--- config.mk ---
export PLATFORM = sky130hd
export DESIGN_NAME = life_sequencer
export DESIGN_NICKNAME = d
export VERILOG_FILES = /design/src/rtl/life_sequencer.sv
export SDC_FILE = /design/constraint.sdc
export NUM_CORES = 1
export LEC_CHECK = 0
export CAP_MARGIN = 10
export CORE_ASPECT_RATIO = 1.1
export CORE_MARGIN = 3
export CORE_UTILIZATION = 50
export DETAILED_ROUTE_END_ITERATION = 12
export GPL_TIMING_DRIVEN = 1
export PLACE_DENSITY = 0.81
export SYNTH_ARGS = -nofsm -noshare
export SYNTH_HDL_FRONTEND = slang
export SYNTH_SLANG_ARGS = --single-unit
--- constraint.sdc ---
create_clock -name i_clk -period 4 [get_ports i_clk]
set_input_delay 0.8 -clock i_clk [delete_from_list [all_inputs] [get_ports i_clk]]
set_output_delay 0.8 -clock i_clk [all_outputs]
set_load 0.005 [all_outputs]
--- src/rtl/life_sequencer.sv ---
// life_sequencer
//
// Top-level sequencer for the cellular-automaton grid datapath. It holds the
// grid in reset until a start press, then runs the LFSR for a fixed seeding
// window and loads the random pattern into the grid. After that it advances
// generations at a programmable rate. Pause, single-step and reseed come from
// debounced buttons.
//
// Ports
//   i_clk        system clock, rising edge
//   i_reset      synchronous, active-high reset
//   i_start      start button level (rising edge used)
//   i_pause      pause button level (rising edge toggles run/pause)
//   i_step       step button level (rising edge = one generation while paused)
//   i_reseed     reseed button level (rising edge restarts seeding)
//   i_period     clock cycles per generation in RUN; 0 behaves as 1
//   o_lfsr_en    LFSR advance enable
//   o_grid_load  one-cycle pulse, grid captures the LFSR pattern
//   o_grid_rst   grid clear
//   o_grid_en    one-cycle pulse, grid computes the next generation
//   o_running    high while free-running
//   o_gen_count  generations since the last seed, wraps silently
//
// All outputs are registered. The output comb process works out each output's
// value for the coming cycle from the next state, and the register process
// captures it.

module life_sequencer #(
   parameter int unsigned SEED_CYCLES = 64,
   parameter int unsigned DIV_W       = 24,
   parameter int unsigned GEN_W       = 16
) (
   input  logic             i_clk,
   input  logic             i_reset,
   input  logic             i_start,
   input  logic             i_pause,
   input  logic             i_step,
   input  logic             i_reseed,
   input  logic [DIV_W-1:0] i_period,
   output logic             o_lfsr_en,
   output logic             o_grid_load,
   output logic             o_grid_rst,
   output logic             o_grid_en,
   output logic             o_running,
   output logic [GEN_W-1:0] o_gen_count
);

   localparam int unsigned      SeedW    = (SEED_CYCLES > 1) ? $clog2(SEED_CYCLES) : 1;
   localparam logic [SeedW-1:0] SeedLast = SeedW'(SEED_CYCLES - 1);

   typedef enum logic [1:0] {
      StIdle  = 2'd0,
      StSeed  = 2'd1,
      StRun   = 2'd2,
      StPause = 2'd3
   } state_e;

   // ------------------------------------------------------------------
   // Registers
   // ------------------------------------------------------------------
   state_e             r_state;
   logic               r_start_prev;
   logic               r_pause_prev;
   logic               r_step_prev;
   logic               r_reseed_prev;
   logic [SeedW-1:0]   r_seed_cnt;
   logic [DIV_W-1:0]   r_cnt;
   logic [GEN_W-1:0]   r_gen_count;
   logic               r_lfsr_en;
   logic               r_grid_load;
   logic               r_grid_rst;
   logic               r_grid_en;
   logic               r_running;

   // ------------------------------------------------------------------
   // Wires
   // ------------------------------------------------------------------
   logic               w_start_edge;
   logic               w_pause_edge;
   logic               w_step_edge;
   logic               w_reseed_edge;
   state_e             w_state_next;
   logic               w_seed_restart;
   logic [SeedW-1:0]   w_seed_cnt_next;
   logic [DIV_W-1:0]   w_period_m1;
   logic [DIV_W-1:0]   w_cnt_next;
   logic               w_run_tick;
   logic               w_step_tick;
   logic               w_grid_en_next;
   logic [GEN_W-1:0]   w_gen_count_next;
   logic               w_lfsr_en_next;
   logic               w_grid_load_next;
   logic               w_grid_rst_next;
   logic               w_running_next;

   // Rising-edge detection. The previous-value registers reset high, so a
   // button held through reset must be released and pressed again to count.
   assign w_start_edge  = i_start  & ~r_start_prev;
   assign w_pause_edge  = i_pause  & ~r_pause_prev;
   assign w_step_edge   = i_step   & ~r_step_prev;
   assign w_reseed_edge = i_reseed & ~r_reseed_prev;

   // period of 0 behaves as 1, so the terminal count never underflows
   assign w_period_m1 = (i_period == '0) ? '0 : (i_period - DIV_W'(1));

   // ------------------------------------------------------------------
   // Process 1: state and datapath registers
   // ------------------------------------------------------------------
   always_ff @(posedge i_clk) begin
      if (i_reset) begin
         r_state       <= StIdle;
         r_start_prev  <= 1'b1;
         r_pause_prev  <= 1'b1;
         r_step_prev   <= 1'b1;
         r_reseed_prev <= 1'b1;
         r_seed_cnt    <= '0;
         r_cnt         <= '0;
         r_gen_count   <= '0;
         r_lfsr_en     <= 1'b0;
         r_grid_load   <= 1'b0;
         r_grid_rst    <= 1'b1;
         r_grid_en     <= 1'b0;
         r_running     <= 1'b0;
      end else begin
         r_state       <= w_state_next;
         r_start_prev  <= i_start;
         r_pause_prev  <= i_pause;
         r_step_prev   <= i_step;
         r_reseed_prev <= i_reseed;
         r_seed_cnt    <= w_seed_cnt_next;
         r_cnt         <= w_cnt_next;
         r_gen_count   <= w_gen_count_next;
         r_lfsr_en     <= w_lfsr_en_next;
         r_grid_load   <= w_grid_load_next;
         r_grid_rst    <= w_grid_rst_next;
         r_grid_en     <= w_grid_en_next;
         r_running     <= w_running_next;
      end
   end

   // ------------------------------------------------------------------
   // Process 2: next-state logic
   // Priority: reseed > pause > step/divider tick.
   // ------------------------------------------------------------------
   always_comb begin
      w_state_next = r_state;
      case (r_state)
         StIdle: begin
            // reseed is ignored here; only start leaves IDLE
            if (w_start_edge) begin
               w_state_next = StSeed;
            end
         end
         StSeed: begin
            if (w_reseed_edge) begin
               w_state_next = StSeed;
            end else if (r_seed_cnt == SeedLast) begin
               w_state_next = StRun;
            end
         end
         StRun: begin
            if (w_reseed_edge) begin
               w_state_next = StSeed;
            end else if (w_pause_edge) begin
               w_state_next = StPause;
            end
         end
         StPause: begin
            if (w_reseed_edge) begin
               w_state_next = StSeed;
            end else if (w_pause_edge || w_start_edge) begin
               w_state_next = StRun;
            end
         end
         default: begin
            w_state_next = StIdle;
         end
      endcase
   end

   // ------------------------------------------------------------------
   // Process 3: output and counter next values
   // ------------------------------------------------------------------
   always_comb begin
      w_seed_restart   = 1'b0;
      w_seed_cnt_next  = '0;
      w_cnt_next       = '0;
      w_run_tick       = 1'b0;
      w_step_tick      = 1'b0;
      w_grid_en_next   = 1'b0;
      w_gen_count_next = r_gen_count;
      w_lfsr_en_next   = 1'b0;
      w_grid_load_next = 1'b0;
      w_grid_rst_next  = 1'b0;
      w_running_next   = 1'b0;

      // Seeding starts over on entry from any other state and on a reseed
      // edge while already seeding.
      if (w_state_next == StSeed) begin
         w_seed_restart = (r_state != StSeed) || w_reseed_edge;
         if (w_seed_restart) begin
            w_seed_cnt_next = '0;
         end else begin
            w_seed_cnt_next = r_seed_cnt + SeedW'(1);
         end
      end

      // r_cnt is the position of the current RUN cycle within the period.
      // It restarts at 0 on entry to RUN and after every tick. The >= test
      // makes a lowered period tick on the very next cycle.
      if (w_state_next == StRun) begin
         if ((r_state != StRun) || r_grid_en) begin
            w_cnt_next = '0;
         end else begin
            w_cnt_next = r_cnt + DIV_W'(1);
         end
         w_run_tick = (w_cnt_next >= w_period_m1);
      end

      // A step counts only when PAUSE is kept. A reseed in the same cycle
      // leaves PAUSE and so swallows the step.
      w_step_tick = (r_state == StPause) && (w_state_next == StPause) && w_step_edge;

      w_grid_en_next = w_run_tick | w_step_tick;

      if (w_seed_restart) begin
         w_gen_count_next = '0;
      end else if (w_grid_en_next) begin
         w_gen_count_next = r_gen_count + GEN_W'(1);
      end

      w_lfsr_en_next   = (w_state_next == StSeed);
      w_grid_load_next = (w_state_next == StSeed) && (w_seed_cnt_next == SeedLast);
      w_grid_rst_next  = (w_state_next == StIdle);
      w_running_next   = (w_state_next == StRun);
   end

   assign o_lfsr_en   = r_lfsr_en;
   assign o_grid_load = r_grid_load;
   assign o_grid_rst  = r_grid_rst;
   assign o_grid_en   = r_grid_en;
   assign o_running   = r_running;
   assign o_gen_count = r_gen_count;

endmodule

==> impl_metrics.py <==
metrics = {
    "clocking": {
        "cts_tree": "yes",
        "clkLatencyLatePin_ns": 0.34,
        "cts.sinks": 57,
        "cts_buffers": 9,
        "clkTransAtPathRegs_ns": 0.06,
        "clockRootBuffer": "clkbuf_8",
        "ctsHtreeMaxLevel": 3,
        "cts_buffer_depth": 2,
    },
    "logic_synthesis": {
        "synth_top_area_share": 0.297,
        "postSynthAreaPerCell_um2": 8.36,
        "syn_nets": 519,
        "syn-cell-area_um2": 3840,
        "synthFlopType": "dfxtp_1",
        "ys_seq_area_frac": 0.297,
        "ys_async_sr_fraction": 0,
        "synth_seq_cells": 57,
        "synth_edf_count": 0,
        "yosysTopAreaCell": "dfxtp_1",
        "netlist_top_cells_area": "dfxtp_1, ha_1, xor2_1",
        "syn_inst": 460,
        "ys_warn_count": 0,
        "synthDistinctLibCells": 53,
    },
    "place": {
        "dp_cells": 640,
        "gp_congestion": 0.859,
        "hpwl_um": 6900,
        "place_ws_ns": -0.788,
        "io_buffers": 50,
    },
    "global_routing": {
        "track_usage": 0.237,
        "grt_pass1_vias": 3739,
        "antenna_found_initial": 0,
        "overflow": 0,
        "grt_pass1_wl_um": 16700,
        "grt_max_degree": 48,
    },
    "floorplanning": {
        "core_area_um2": 7250,
        "dieArea_um2": 8780,
        "die-height_um": 98.0,
        "die_w_um": 89.6,
        "ios": 51,
        "rows": 32,
        "start_util": 0.531,
    },
    "pwr": {
        "cellLeakagePower_nw": 2.05,
        "peakVddDrop_v": 0.000167,
        "powerDensity_nw_per_um2": 224,
    },
    "sta": {
        "finalSetupViolCount": 5,
        "hold_ws_ns": 0.469,
        "layout_min_cycle_time_ns": 4.03,
        "slew_violations": 0,
        "worst_pin_slew_ns": 1.09,
        "fin_skew_ns": 0.00834,
        "worst_slack_ns": -0.0307,
        "rsz0062_at_grt": "yes",
        "min_period_over_period": 1.01,
        "hold_viol_final": 0,
        "setup-tns-final_ns": -0.0494,
        "fmax_mhz": 248,
        "maxSlewHeadroom": 0.272,
    },
    "detailed_routing": {
        "initialDrtViolationCount": 160,
        "final_antenna_net_count": 0,
        "drc_errors": 0,
        "wirelength_um": 11000,
        "wire_per_inst_um": 16.4,
        "viasPerCell": 5.76,
        "drtPass1Iterations": 5,
        "num_vias": 3857,
    },
    "min_path": {
        "min_path_type": "flop to flop",
    },
    "worst_setup_path": {
        "max_stage_delay_ns": 0.45,
        "crit_path_cell_trace": "clkdlybuf4s15_1 > or4_4 > nor4b_4 > buf_4 > nand4_1 > buf_6 > and2_1 > ha_1 > nand2b_4 > a31oi_2 > o211ai_1 > a22oi_2 > buf_12 > buf_6 > a21oi_4 > nor2b_1",
        "worst_path_dominant_cell_family": "simple AND/OR/NAND/NOR gates",
        "critPathRequiredTime_ns": 4.22,
        "r2r_slack_ns": 0.45,
        "cp-endpoint": "o_grid_en",
        "critPathBufInv": 5,
        "r2r_start": "r_cnt[7]",
        "r2r_end": "o_gen_count[9]",
        "end_kind": "flop",
        "crit_cells": 16,
        "reg2reg_depth": 14,
        "crit_arrival_ns": 4.25,
        "cp-startpoint": "i_period[7]",
        "crit_type": "input pin to flop",
        "path_common_cell": "buf_6",
        "cp-start-kind": "input pin",
        "cp_slowest_cell": "or4_4",
        "cp_max_fo": 8,
    },
    "status": {
        "status": "complete, but fails checks",
        "violations": "negative setup slack",
    },
    "final_layout": {
        "layout_common_cells": "dfxtp_1, nand2_1, buf_4",
        "stdcell_count": 670,
        "syn_to_final_growth_pct": 41.9,
        "layout_commonest_cell": "dfxtp_1",
        "diodes": 0,
        "layout.nets": 622,
        "drive_gt1_frac": 0.271,
    },
    "job": {
        "maxCapViolations": 0,
    },
}
[area by class of cell]
| type | count | area, um^2 |
|---|---|---|
| well taps | 102 | 128 |
| repair buffers | 110 | 1010 |
| flip-flops and latches | 57 | 1140 |
| clock buffers | 11 | 151 |
| multi-input cells | 380 | 2980 |
| inverters | 5 | 18.8 |
| fillers | 482 | 1790 |
| clock inverters | 5 | 30.0 |
[per-stage QoR]
stage,total power [mW],cell area (um^2),util
2_1_floorplan,0.642,3850,-
3_3_place_gp,0.714,4780,0.660
3_5_place_dp,0.720,4780,0.660
4_1_cts,1.21,5190,0.717
5_1_grt,1.27,5460,0.753
6_report,1.22,5460,0.753
[how the worst min path moves through the flow]
stage / from / depth (start not counted) / endpoint
2_1_floorplan: r_seed_cnt[0] / 1 / r_seed_cnt[0]
3_3_place_gp: r_seed_cnt[0] / 1 / r_seed_cnt[0]
3_5_place_dp: r_seed_cnt[0] / 1 / r_seed_cnt[0]
4_1_cts: o_gen_count[15] / 2 / o_gen_count[15]
5_1_grt: o_gen_count[15] / 2 / o_gen_count[15]
6_report: r_seed_cnt[0] / 1 / r_seed_cnt[0]
[routing by layer]
layer / part of all wire / GRT usage
met1: 0.39 / 0.278
met2: 0.54 / 0.413
met3: 0.043 / 0.0540
met4: 0.028 / 0.0790
met5: 0 / 0
[state kept, by name (all words and copies together) (netlist names)]
| register | count |
|---|---|
| o_grid_load | 1 |
| r_step_prev | 1 |
| r_cnt | 24 |
| o_gen_count | 16 |
| o_grid_rst | 1 |
| r_start_prev | 1 |
| r_state | 2 |
| r_reseed_prev | 1 |
| o_lfsr_en | 1 |
| o_grid_en | 1 |
| r_pause_prev | 1 |
| o_running | 1 |
| r_seed_cnt | 6 |
[Yosys cell counts (all sizes together), types with 7 or more instances]
cell     instances
nor3            33
xnor2           16
clkbuf          11
ha              29
a21oi           12
xor2            28
a211oi           7
and4             7
nand3           20
nand4            8
nand2b          23
a2111oi          7
nor2            48
dfxtp           57
buf              7
mux2i           16
and3            10
nand2           64
[power by group]
part | internal, mW | total (mW) | switching, mW
registers | 0.571 | 0.573 | 0.00157
clock network | 0.255 | 0.486 | 0.232
logic | 0.0839 | 0.162 | 0.0777
total | 0.910 | 1.22 | 0.311
[kinds of logic (layout without fill, tap and decap cells)]
| group | after synthesis | count (layout) | share of synthesized area |
|---|---|---|---|
| and+or+nand+nor | 238 | 238 | 0.313 |
| DFF | 57 | 57 | 0.297 |
| AOI/OAI and AO/OA | 53 | 53 | 0.127 |
| xor gates and xnor gates | 44 | 44 | 0.100 |
| adders and majority gates | 29 | 29 | 0.0944 |
| buffers and inverters | 23 | 131 | 0.0270 |
| muxes | 16 | 16 | 0.0417 |
[repair_timing]
action / CTS / global route
hold buffers: 0 / 0
cloned: 2 / 0
setup buffers: 11 / 3
pin swaps: 28 / 21
setup endpoints to repair: 17 / 17
gates resized for setup: 53 / 53
No activity file was read; power rests on OpenSTA's default activity.
